[src/rtl/serial_frame_pkg.sv]
// Shared types and widths for the bit-serial frame transmitter.
package serial_frame_pkg;

    typedef enum logic [1:0] {
        IDLE,
        LEAD,
        SHIFT,
        TRAIL
    } tx_state_e;

    localparam int BUF_W     = 64;
    localparam int BIT_IDX_W = 6;

endpackage

[src/rtl/bit_tick_gen.sv]
// Bit-period divider: counts CLK_DIV system clocks per serial bit while run is high.
module bit_tick_gen #(
    parameter int CLK_DIV = 16
) (
    input  logic clk,
    input  logic rst_n,
    input  logic run,
    output logic bit_start,
    output logic half
);

    localparam int CNT_W = (CLK_DIV > 2) ? $clog2(CLK_DIV) : 1;

    logic [CNT_W-1:0] cnt_q;
    logic [CNT_W-1:0] cnt_d;

    always_comb begin
        cnt_d = '0;
        if (run && (cnt_q != CNT_W'(CLK_DIV - 1))) begin
            cnt_d = cnt_q + CNT_W'(1);
        end
    end

    // Strobes flag the cycle the next edge enters, so the caller can register outputs on that edge.
    assign bit_start = run && (cnt_q == CNT_W'(CLK_DIV - 1));
    assign half      = run && (cnt_q == CNT_W'(CLK_DIV / 2 - 1));

    always_ff @(posedge clk or negedge rst_n) begin
        if (!rst_n) begin
            cnt_q <= '0;
        end else begin
            cnt_q <= cnt_d;
        end
    end

endmodule

[src/rtl/serial_frame_tx.sv]
// Collects up to eight bytes and shifts them out LSB first on a frame/clock/data link.
module serial_frame_tx #(
    parameter int CLK_DIV = 16,
    parameter int BYTES   = 8
) (
    input  logic       clk,
    input  logic       rst_n,
    input  logic       ena,
    input  logic [7:0] data_in,
    input  logic       load,
    input  logic       start,
    output logic       tx_frame,
    output logic       tx_clk,
    output logic       tx_data,
    output logic       busy,
    output logic       full,
    output logic [3:0] count
);

    import serial_frame_pkg::*;

    tx_state_e            state_q, state_d;
    logic [BUF_W-1:0]     buf_q, buf_d;
    logic [3:0]           count_q, count_d;
    logic                 full_q, full_d;
    logic                 busy_q, busy_d;
    logic                 tx_frame_q, tx_frame_d;
    logic                 tx_clk_q, tx_clk_d;
    logic                 tx_data_q, tx_data_d;
    logic [BIT_IDX_W-1:0] bit_idx_q, bit_idx_d;
    logic [BIT_IDX_W-1:0] last_idx_q, last_idx_d;

    logic                 bit_start;
    logic                 half;
    logic                 load_ok;
    logic                 start_ok;
    logic [3:0]           count_ld;
    logic [6:0]           nbits;
    logic [BIT_IDX_W-1:0] bit_next;

    bit_tick_gen #(
        .CLK_DIV (CLK_DIV)
    ) u_tick (
        .clk       (clk),
        .rst_n     (rst_n),
        .run       (state_q != IDLE),
        .bit_start (bit_start),
        .half      (half)
    );

    always_comb begin
        state_d    = state_q;
        buf_d      = buf_q;
        count_d    = count_q;
        busy_d     = busy_q;
        tx_frame_d = tx_frame_q;
        tx_clk_d   = tx_clk_q;
        tx_data_d  = tx_data_q;
        bit_idx_d  = bit_idx_q;
        last_idx_d = last_idx_q;

        load_ok  = (state_q == IDLE) && ena && load && !full_q;
        count_ld = count_q + {3'b000, load_ok};
        nbits    = {count_ld, 3'b000};
        // A same-cycle load counts toward the frame, so an empty buffer plus load still starts.
        start_ok = (state_q == IDLE) && ena && start && (count_ld != 4'd0);
        bit_next = bit_idx_q + BIT_IDX_W'(1);

        case (state_q)
            IDLE: begin
                if (load_ok) begin
                    buf_d[{count_q[2:0], 3'b000} +: 8] = data_in;
                    count_d = count_ld;
                end
                if (start_ok) begin
                    state_d    = LEAD;
                    last_idx_d = BIT_IDX_W'(nbits - 7'd1);
                    bit_idx_d  = '0;
                    tx_frame_d = 1'b1;
                    busy_d     = 1'b1;
                end
            end
            LEAD: begin
                if (bit_start) begin
                    state_d   = SHIFT;
                    bit_idx_d = '0;
                    tx_data_d = buf_q[0];
                end
            end
            SHIFT: begin
                if (half) begin
                    tx_clk_d = 1'b1;
                end
                if (bit_start) begin
                    tx_clk_d = 1'b0;
                    if (bit_idx_q == last_idx_q) begin
                        state_d   = TRAIL;
                        tx_data_d = 1'b0;
                    end else begin
                        bit_idx_d = bit_next;
                        tx_data_d = buf_q[bit_next];
                    end
                end
            end
            TRAIL: begin
                if (bit_start) begin
                    state_d    = IDLE;
                    tx_frame_d = 1'b0;
                    tx_data_d  = 1'b0;
                    busy_d     = 1'b0;
                    count_d    = '0;
                    buf_d      = '0;
                end
            end
            default: state_d = IDLE;
        endcase

        full_d = (count_d == 4'(BYTES));
    end

    always_ff @(posedge clk or negedge rst_n) begin
        if (!rst_n) begin
            state_q    <= IDLE;
            buf_q      <= '0;
            count_q    <= '0;
            full_q     <= 1'b0;
            busy_q     <= 1'b0;
            tx_frame_q <= 1'b0;
            tx_clk_q   <= 1'b0;
            tx_data_q  <= 1'b0;
            bit_idx_q  <= '0;
            last_idx_q <= '0;
        end else begin
            state_q    <= state_d;
            buf_q      <= buf_d;
            count_q    <= count_d;
            full_q     <= full_d;
            busy_q     <= busy_d;
            tx_frame_q <= tx_frame_d;
            tx_clk_q   <= tx_clk_d;
            tx_data_q  <= tx_data_d;
            bit_idx_q  <= bit_idx_d;
            last_idx_q <= last_idx_d;
        end
    end

    assign tx_frame = tx_frame_q;
    assign tx_clk   = tx_clk_q;
    assign tx_data  = tx_data_q;
    assign busy     = busy_q;
    assign full     = full_q;
    assign count    = count_q;

endmodule

[config.mk]
export PLATFORM = sky130hd
export DESIGN_NAME = serial_frame_tx
export DESIGN_NICKNAME = d
export VERILOG_FILES = /design/src/rtl/serial_frame_pkg.sv /design/src/rtl/bit_tick_gen.sv /design/src/rtl/serial_frame_tx.sv
export SDC_FILE = /design/constraint.sdc
export NUM_CORES = 1
export LEC_CHECK = 0
export CAP_MARGIN = 20
export CORE_MARGIN = 4
export CORE_UTILIZATION = 45
export DETAILED_ROUTE_END_ITERATION = 8
export PLACE_DENSITY_LB_ADDON = 0.3
export SLEW_MARGIN = 0
export SYNTH_ARGS = -nofsm -noshare
export SYNTH_HDL_FRONTEND = slang
export SYNTH_SLANG_ARGS = --single-unit
[constraint.sdc]
create_clock -name clk -period 8.53 [get_ports clk]
set_clock_uncertainty 0.1 [all_clocks]
set_input_delay 1.706 -clock clk [delete_from_list [all_inputs] [get_ports clk]]
set_output_delay 1.706 -clock clk [all_outputs]
set_load 0.01 [all_outputs]
# Word level (Yosys, flattened, before mapping)
# Cells that the tools add are included.
# totals
ff_bits	90
out_inout_bits	9
elab_cells	86
input_bits	13
# op_classes
n_eq_ne	15
magnitude_cmp	1
n_addsub	5
n_mux	30
n_reduce_logical	23
shifts	2
# op_table
cell	count
$mux W64	2
$pmux W64 S2	1
$bwmux W64	1
$shift A8 B8 Y64 const A	1
$shiftx A8 B8 Y64	1
$mux W6	4
$pmux W6 S3	1
$ne A2 B2 Y1 const B	7
$mux W4	3
$mux W2	5
$reduce_and A5 Y1	2
$eq A4 B4 Y1 const B	2
$logic_and A1 B1 Y1	8
$mux W1	8
$neg A6 Y8	1
$pmux W2 S4	1
$pmux W4 S2	1
$lt A6 B7 Y1 const B	1
$add A6 B1 Y6 const B	1
$bmux W1 S6	1
$eq A6 B6 Y1	1
$reduce_and A3 Y1	2
$reduce_bool A2 Y1	3
$reduce_bool A3 Y1	2
other kinds (14)	16

# Depth between registers and ports, before layout
# logic_depth
depth_word	9
depth_mapped	13
depth_no_buf	11

# By module
# From an unflattened synthesis, not the netlist that was laid out.
# hier_totals
cells_unflattened	434
area_unflattened_um2	4852.2
# modules_own_cells
mod	seq_area_each_um2	area_each_um2	n_inst	cells_each
serial_frame_tx	2102.0	4662.0	1	414
bit_tick_gen	100.1	190.2	1	20

# Worst setup path after synthesis
# OpenSTA, ideal clock, no wires.
# synth_timing
kind	in2reg
from	in ena
to	reg state_q[1]
arrival_time_ps	3586
required_time_ps	8305
setup_slack_ps	4719
setup_ps	125
path_buffers	1
stages	10
cell_sequence	and4b_1 clkbuf_1 ha_1 ha_1 nor3_1 a41o_1 a21oi_1 o22ai_1 a21oi_1 mux2_2
# synth_via
elab_chain_cells	8
word_cells_on_any_way	9
cone_classes	add/sub: 1; eq/ne: 1; reduce/logical: 7
# synth_lines
item	line_no	rtl
start: declaration	serial_frame_tx.sv:8	input logic ena,
$logic_and A1 B1 Y1 *	serial_frame_tx.sv:62, serial_frame_tx.sv:66	
$logic_and A1 B1 Y1 (2 in series)	serial_frame_tx.sv:62	load_ok = (state_q == IDLE) && ena && load && !full_q;
$add A4 B1 Y4	serial_frame_tx.sv:63	count_ld = count_q + {3'b000, load_ok};
$reduce_bool A4 Y1	serial_frame_tx.sv:66	start_ok = (state_q == IDLE) && ena && start && (count_ld != 4'd0);
$logic_and A1 B1 Y1 *	serial_frame_tx.sv:66	
$ne A2 B2 Y1 (no line) *	-	
$reduce_and A5 Y1 (no line) *	-	
end signal: assignment	serial_frame_tx.sv:134	state_q <= state_d;
end: declaration	serial_frame_tx.sv:22	tx_state_e state_q, state_d;
# Every way passes the cells marked *; elsewhere a longest branch is shown, timed or not.
# A chain may end at the register's enable or synchronous reset.

# Worst setup path in the final report
# Ends and elaborated chain as after synthesis.

==> metrics.txt <==
outcome=completed; vias in the first global route=~3600; CTS tree=yes; std cell rows=37; Worst Tran Pin Value=0.913 ns; I/O Buffers=21; WP data required=just under 9 ns; Seq cells post-synth=88; drt wl/cell=~18 microns; Yosys warning count=0; drt total wl=11100 microns; ranking of synthesized cells by area=dfrtp_1 46%, a22oi_1 7.5%, nand2_1 5.3%; first-pass GRT wire length=roughly 19000 microns; Final nets=about 500; total CTS buffers=9; initial core utilization=0.463; Core Footprint=about 10000 sq um; chip height=roughly 110 microns; sequential area share after synthesis=0.459; Pre-antenna DRT Iters=5; crit-path max FO=5; commonest non-fill, non-tap cells in the layout=88 x dfrtp_1, 68 x nand2_1, 48 x a22oi_1; vias=approximately 3600; Synth Net Count=between 400 and 500; hold buffers post-CTS=0; drc violations=0; commonest non-fill, non-tap cell in the layout=dfrtp_1; power per cell area=between 300 and 400 nW/um^2; Worst Path Class, Setup=input pin to flop; RSZ-0062 raised after global routing=no; Synth top area share=0.459; Clock Root Buffer=clkbuf_8; Die X=approximately 110 microns; Setup crit end kind=flop; diode count=0; P_leak=2.25 nW; final hold vios=0; final cycle utilization of the critical path=0.478; initial antenna violation count=0; Finished Layout Cells=613; DP Wirelength=between 7000 and 8000 microns; Iter 0 DRT Violations=305; post-route minimum period=between 4 and 5 ns; Area growth syn-to-layout=10.7%; total gr overflow=0; max_slew headroom=0.392; largest net degree at the start of global routing=64; I/O pin total=22; die area=between 10000 and 15000 sq um; Achievable Freq=245 MHz; placed cell count=598; synthesized area per cell=just over 10 sq um; critical path arrival=approximately 4.2 ns; Mapped Cells=around 460; Resize count post-CTS=0; share of post-route cells with drive strength above 1=0.115; hold crit path type=flop to flop; Yosys cell types=56; slowest stage delay, CP=about 0.47 ns; area leader, netlist=dfrtp_1; synthesized area=4800 sq um; Post-synth EDFFs=0; clock net sink count=88; CTS max path bufs=2; Reg clk slew, reported paths=0.09 ns; internal reg-to-reg setup slack=about 4.8 ns; final slew viol count=0; # H-tree levels=3; Sum Neg Setup Slack=0 ns; post-layout util=0.512; crit path max-delay cell type=clkdlybuf4s50_1; Routability Congestion=a little over 0.8; Via density=between 5 and 6; final instance area=between 5000 and 6000 sq um; final setup fails=0; CP startpoint kind=input pin; placed cell area=between 5000 and 6000 sq um; async set-reset flop share out of synthesis=1.00; CP cell instances=clkdlybuf4s50_1 -> and4b_1 -> ha_1 -> ha_1 -> nor3_1 -> a41o_1 -> a21oi_1 -> o22ai_1 -> a21oi_1 -> mux2_2; prevailing post-synth register cell=dfrtp_1; max-cap violations=0; Clock Latency Late Sink=between 0.3 and 0.4 ns; Worst VDD drop=about 260 uV; post-CTS setup buffers=0; Final ANT Viol Nets=0; Filler cells=approximately 950; Total GRT Usage=0.188
flip-flops by register name, indices dropped and copies added (netlist names), 2 cells and up:
name          cells
u_tick.cnt_q      4
last_idx_q        4
buf_q            64
count             4
state_q           2
bit_idx_q         6
cell type report:
type / count / area [sq um] / share of cell area
Multi-Input combinational cell: 337 / 2450 / 0.461
Sequential cell: 88 / 2200 / 0.415
Timing Repair Buffer: 25 / 238 / 0.0447
Tap cell: 136 / 170 / 0.0320
Clock buffer: 10 / 128 / 0.0240
Clock inverter: 5 / 82.6 / 0.0155
Inverter: 12 / 45.0 / 0.00848
critical path: cells and delay by family:
family | cells | cell delay (ns)
compound gates | 4 | 0.81
fa+ha+maj | 2 | 0.50
buf+inv | 1 | 0.47
simple gates | 2 | 0.37
mux | 1 | 0.37
synthesized netlist by cell type, types with 2 or more instances:
library cell and number:
xnor2_1 7, nor2b_1 12, nor3_1 3, mux4_2 10
mux2_2 15, ha_1 12, inv_1 12, clkbuf_1 17
nor4b_1 2, a21oi_1 6, mux4_1 5, nand2_1 68
nand3_1 13, a31oi_1 2, mux2i_1 8, buf_6 2
buf_2 5, a21oi_2 2, o21ai_1 26, nor2_2 3
nand3b_1 3, and2_1 2, o21ai_0 41, a22oi_1 48
a22o_1 2, dfrtp_1 88, a21o_1 2, nand2b_1 5
o2111ai_1 2, nor2_1 13
path summary, 6_finish.rpt:
check | from | to | cells after the start
max in group asynchronous | rst_n | buf_q[49] | 2
min | last_idx_q[2] | last_idx_q[2] | 1
min in group asynchronous | rst_n | u_tick.cnt_q[3] | 1
max | ena | state_q[1] | 10
max reg2reg | bit_idx_q[0] | tx_data | 5
min reg2reg | last_idx_q[2] | last_idx_q[2] | 1
power by group:
part / leakage [nW] / switching, mW / internal (mW) / total, mW
clock: 0.106 / 0.151 / 0.164 / 0.315
combinational: 1.17 / 0.479 / 0.389 / 0.868
sequential: 0.977 / 0.129 / 0.558 / 0.687
total: 2.25 / 0.759 / 1.11 / 1.87
per-layer routing:
metal,wire (microns),GRT usage,vias to the layer above
met3,617,0.0475,14
met2,5550,0.312,83
met5,0,0,-
li1,-,-,1734
met4,133,0.0430,0
met1,4850,0.249,1748
through the flow:
| step | total power, mW | hold slack [ns] | setup slack, ns |
|---|---|---|---|
| final | 1.87 | 0.403 | 4.45 |
| after global routing | 2.03 | 0.425 | 4.28 |
| after CTS | 1.89 | 0.406 | 4.47 |
| after detailed placement | 1.57 | 0.384 | 4.07 |
| after global placement | 1.53 | 0.363 | 4.18 |
| after floorplan | 1.35 | 0.351 | 4.72 |
kinds of logic after synthesis:
| logic type | count (synthesis) | share of synthesized area |
|---|---|---|
| mux | 38 | 0.126 |
| xor+xnor | 10 | 0.0253 |
| compound gates | 146 | 0.196 |
| fa+ha+maj | 12 | 0.0313 |
| simple gates | 131 | 0.128 |
| buf+inv | 37 | 0.0341 |
| flops | 88 | 0.459 |
Power figures use the tool's default switching activity.
==> variant 1 (same settings) <==
Put one more register stage on the output `count`, cleared by the reset. The value now appears one clock later. The other outputs are not delayed to match.
--- a/src/rtl/serial_frame_tx.sv
+++ b/src/rtl/serial_frame_tx.sv
@@ -150,5 +150,11 @@
     assign busy     = busy_q;
     assign full     = full_q;
-    assign count    = count_q;
+    always_ff @(posedge clk or negedge rst_n) begin
+        if (!rst_n) begin
+            count <= '0;
+        end else begin
+            count <= count_q;
+        end
+    end
 
 endmodule
Formal check against the unedited RTL: not equivalent (Yosys sat finds a counterexample within 4 cycles, from zero or initial values and one cycle with rst_n low).
==> variant 1 against the original RTL <==
  * Routed wire length increased by 0.33%
  * Sequential cell count up 4
  * Clock power shrank 14%
  * First-iteration DRC count fell by 22%
  * Power down 0.29%
  * Worst setup slack worse by 22 ps
  * Cell area up 0.73%
  * Synthesized area increased by 1.5%
  * Critical path type unchanged
  * Largest cell class unchanged
==> variant 1: results (changes against the original RTL) <==
| Metric | Value |
|---|---|
| Outcome | `finished clean` |
| Peak ir drop on the vdd network | `0.145 mV (-44%)` |
| Crit Path Max Fanout | `5 (unchanged)` |
| Worst min path class | `flop to flop` |
| Maximum number of pins on one net before global-route repair | `62 (-3.1%)` |
| Cell types with the highest counts after synthesis | `sky130_fd_sc_hd__dfrtp_1, sky130_fd_sc_hd__nand2_1, sky130_fd_sc_hd__o21ai_0, sky130_fd_sc_hd__a22oi_1, sky130_fd_sc_hd__mux2_2` |
| Clock edge transition at the registers on the reported setup and hold paths | `80 ps` |
| Relative slew slack | `0.371 (-0.0207)` |
| Maximum clock insertion buffer count | `2 (unchanged)` |
| Metal1 wirelength | `4790 um (-1.1%)` |
| Count of antenna diodes in the layout | `0 (unchanged)` |
| Register area share after synthesis | `0.473 (+0.0138)` |
| Fraction of final layout cells with drive strength greater than 1 | `0.136 (+0.0208)` |
| Number of nets in the finished design | `484 (-2.8%)` |
| YS warnings | `0 (unchanged)` |
| H-Tree Level Count | `3 (unchanged)` |
| Total of cells resized after clock tree synthesis | `0 (unchanged)` |
| Global placement routability congestion | `0.880 (+7.8%)` |
| Iteration-0 DRC Markers | `239 (-22%)` |
| Met3 routed wirelength | `661 um (+7.1%)` |
| Leakage component of the power | `2.29 nW (+1.5%)` |
| Routed met2 length | `5540 um (about the same)` |
| Initial DRT Pass Iterations | `5 (unchanged)` |
| Arrival time at the worst endpoint | `4250 ps (about the same)` |
| Number of antenna violations at the first check in global routing | `0 (unchanged)` |
| Vias per cell | `5.94 (+1.7%)` |
| Crit path largest cell delay | `480 ps` |
| Synthesized net count | `471 (-3.3%)` |
| Start point of the worst hold path | `tx_clk$_DFFE_PN0P_` |
| Slowest-stage cell, CP | `sky130_fd_sc_hd__clkdlybuf4s50_1` |
| IO Port Bufs | `21 (unchanged)` |
| Depth of the worst hold-timing path | `2 (+1)` |
| Biggest area contributors in the synthesized netlist | `sky130_fd_sc_hd__dfrtp_1, sky130_fd_sc_hd__a22oi_1, sky130_fd_sc_hd__mux2_2, sky130_fd_sc_hd__o21ai_0, sky130_fd_sc_hd__nand2_1` |
| FF-to-FF path depth | `5 (unchanged)` |
| Registers with the most flip-flops | `buf_q (64), bit_idx_q (6)` |
| Final routed wire length divided by cell count | `18.7 um (+2.7%)` |
| Number of distinct library cells after synthesis | `52 (-7.1%)` |
| Total half-perimeter wirelength after legalization and detailed placement | `7500 um (+0.48%)` |
| Async set-reset flop share out of synthesis | `1.00 (unchanged)` |
| First-pass GRT wire length | `18600 um (-0.37%)` |
| Worst Setup SP | `ena` |
| Total routing usage reported by global routing | `0.185 (-0.00317)` |
| Number of buffers inserted during clock tree synthesis | `9 (unchanged)` |
| Worst flop-to-flop path startpoint | `bit_idx_q[0]$_DFFE_PN0P_` |
| Util after Layout | `0.514 (+0.00145)` |
| Highest metal layer used by the detailed router | `met4` |
==> variant 1: layout make-up <==
type,count,area (um2)
repair buffers,25,238
clock inverters,3,22.5
well taps,136,170
fillers,933,5060
clock buffers,12,155
multi-input cells,318,2410
inverters,13,48.8
flip-flops and latches,92,2300
==> variant 1: through the flow <==
| step | instance area (um2) | instances | setup WS, ps | hold slack, ps |
|---|---|---|---|---|
| floorplan | 4870 | 446 | 4840 | 252 |
| global placement | 5170 | 584 | 4180 | 363 |
| detailed placement | 5170 | 584 | 4080 | 370 |
| CTS | 5350 | 599 | 4460 | 390 |
| global route | 5350 | 599 | 4220 | 404 |
| finish | 5350 | 599 | 4430 | 384 |
==> variant 1: worst paths after layout <==
| check | endpoint | slack (ps) |
|---|---|---|
| max | state_q[1]$_DFFE_PN0P_ | 4430 |
| min | tx_clk$_DFFE_PN0P_ | 380 |
| max reg2reg | tx_data$_DFFE_PN0P_ | 4690 |
| min reg2reg | tx_clk$_DFFE_PN0P_ | 380 |
| max in group asynchronous | buf_q[11]$_DFFE_PN0P_ | 6050 |
| min in group asynchronous | count[3]$_DFF_PN0_ | 1170 |
==> variant 1: power by group <==
| part | switching, mW | internal (mW) | total (mW) |
|---|---|---|---|
| Combinational | 0.469 | 0.401 | 0.870 |
| Clock | 0.151 | 0.121 | 0.272 |
| Sequential | 0.134 | 0.589 | 0.722 |
==> variant 1: cells by family after synthesis <==
family,Yosys count,synth area share
fa+ha+maj,12,0.0308
compound gates,129,0.171
flops,92,0.473
simple gates,120,0.119
buf+inv,36,0.0339
mux,47,0.148
xor+xnor,10,0.0249
==> variant 1: metal layers <==
metal  global-route usage  vias up
met4               0.0537        0
met3               0.0447       12
met1                0.252     1775
met2                0.295       98
li1                     -     1671
met5                    0        -
==> variant 2 (config.mk and constraints unchanged) <==
Made on the original files. `CLK_DIV` is set to 16 in 2 places; all go to 8.
--- a/src/rtl/bit_tick_gen.sv
+++ b/src/rtl/bit_tick_gen.sv
@@ -1,5 +1,5 @@
 // Bit-period divider: counts CLK_DIV system clocks per serial bit while run is high.
 module bit_tick_gen #(
-    parameter int CLK_DIV = 16
+    parameter int CLK_DIV = 8
 ) (
     input  logic clk,
--- a/src/rtl/serial_frame_tx.sv
+++ b/src/rtl/serial_frame_tx.sv
@@ -1,5 +1,5 @@
 // Collects up to eight bytes and shifts them out LSB first on a frame/clock/data link.
 module serial_frame_tx #(
-    parameter int CLK_DIV = 16,
+    parameter int CLK_DIV = 8,
     parameter int BYTES   = 8
 ) (
Check against the original RTL: not equivalent (Yosys sat finds a counterexample within 10 cycles, from zero or initial values and one cycle with rst_n low).
==> variant 2 against the original RTL <==
  * Sequential cell count shrank 1
  * Register-to-register slack gained 170 ps
  * Power shrank 15%
  * Fmax fell by 6.5%
  * Via count is 9.3% higher
  * Synthesized cell count increased by 8.0%
  * Routed wire length grew 9.8%
  * Synthesized area grew 1.4%
  * Worst setup slack worse by 280 ps
  * Cell area grew 2.0%
  * Largest cell class unchanged
  * Highest routed layer unchanged
==> variant 2: results (changes against the original RTL) <==
| Metric | Value |
|---|---|
| Outcome | `finished clean` |
| Worst flop-to-flop path startpoint | `state_q[0]$_DFFE_PN0P_` |
| Number of register bits inferred by synthesis | `87 (-1.1%)` |
| Routing usage on met2 | `0.314 (+0.00253)` |
| Non-clock inverter count | `16 (+4)` |
| Total half-perimeter wirelength after legalization and detailed placement | `8140 um (+9.0%)` |
| Fraction of cell area in non-clock buffers | `0.0476 (+0.00281)` |
| Area share of fa/ha/maj cells after synthesis | `0.0360 (+0.00472)` |
| First-pass GRT wire length | `20100 um (+7.6%)` |
| Cell types with the highest counts after synthesis | `sky130_fd_sc_hd__dfrtp_1, sky130_fd_sc_hd__nand2_1, sky130_fd_sc_hd__o21ai_0, sky130_fd_sc_hd__a22oi_1, sky130_fd_sc_hd__nor2_1` |
| Count of fill cells added during filler insertion | `947 (-0.63%)` |
| Post-route minimum period | `4360 ps (+282 ps)` |
| Maximum number of pins on one net before global-route repair | `88 (+38%)` |
| Post-synthesis compound-gate area fraction | `0.205 (+0.00941)` |
| Peak ir drop on the vdd network | `0.118 mV (-55%)` |
| Net switching fraction of the power | `0.380 (-0.0260)` |
| Flop-to-flop setup slack | `4960 ps (+170 ps)` |
| Setup slack after placement | `3810 ps (-259 ps)` |
| Post-route insts no fill | `646 (+5.4%)` |
| Placed instance count | `629 (+5.2%)` |
| Synthesized net count | `526 (+8.0%)` |
| Number of distinct library cells after synthesis | `53 (-5.4%)` |
| Final routed wire length divided by cell count | `18.9 um (+4.2%)` |
| Biggest area contributors in the synthesized netlist | `sky130_fd_sc_hd__dfrtp_1, sky130_fd_sc_hd__a22oi_1, sky130_fd_sc_hd__o21ai_0, sky130_fd_sc_hd__nand2_1, sky130_fd_sc_hd__mux2_2` |
| FF-to-FF path depth | `12 (+7)` |
| Crit Path Max Fanout | `7 (+2)` |
| Global placement routability congestion | `0.821 (+0.66%)` |
| Post-synthesis area per instance | `9.75 um2 (-6.1%)` |
| Area used by multi-input combinational logic | `2500 um2 (+2.1%)` |
| Fraction of final layout cells with drive strength greater than 1 | `0.108 (-0.00746)` |
| Slowest-stage cell, CP | `sky130_fd_sc_hd__a21oi_1` |
| Metal1 wirelength | `5530 um (+14%)` |
| Met3 Usage GRT | `0.0332 (-0.0143)` |
==> variant 2: changes by cell type after synthesis, moves of 4 or more <==
cell	delta
sky130_fd_sc_hd__o21ai_1	-26
sky130_fd_sc_hd__o21ai_0	+19
sky130_fd_sc_hd__a211oi_1	+14
sky130_fd_sc_hd__nor2_1	+14
sky130_fd_sc_hd__a21oi_1	+7
sky130_fd_sc_hd__clkbuf_1	+6
sky130_fd_sc_hd__nor2b_1	+6
sky130_fd_sc_hd__a22oi_1	-5
sky130_fd_sc_hd__nand3_1	-5
sky130_fd_sc_hd__xor2_1	+5
sky130_fd_sc_hd__inv_1	+4
sky130_fd_sc_hd__mux4_1	-4
==> variant 2: how the worst min path moves through the flow <==
stage	start	to	slack [ps]
finish	u_tick.cnt_q[0]$_DFF_PN0_	u_tick.cnt_q[0]$_DFF_PN0_	360
global route	u_tick.cnt_q[0]$_DFF_PN0_	u_tick.cnt_q[0]$_DFF_PN0_	380
CTS	u_tick.cnt_q[0]$_DFF_PN0_	u_tick.cnt_q[0]$_DFF_PN0_	370
detailed placement	u_tick.cnt_q[0]$_DFF_PN0_	u_tick.cnt_q[0]$_DFF_PN0_	350
global placement	u_tick.cnt_q[0]$_DFF_PN0_	u_tick.cnt_q[0]$_DFF_PN0_	320
floorplan	u_tick.cnt_q[0]$_DFF_PN0_	u_tick.cnt_q[0]$_DFF_PN0_	310
==> variant 2: power by group through the flow <==
stage	Clock, mW	Combinational, mW	Sequential, mW
after floorplan	0	0.462	0.579
after global placement	0	0.598	0.602
after detailed placement	0	0.616	0.608
after CTS	0.367	0.618	0.600
after global routing	0.388	0.687	0.616
final	0.363	0.624	0.599
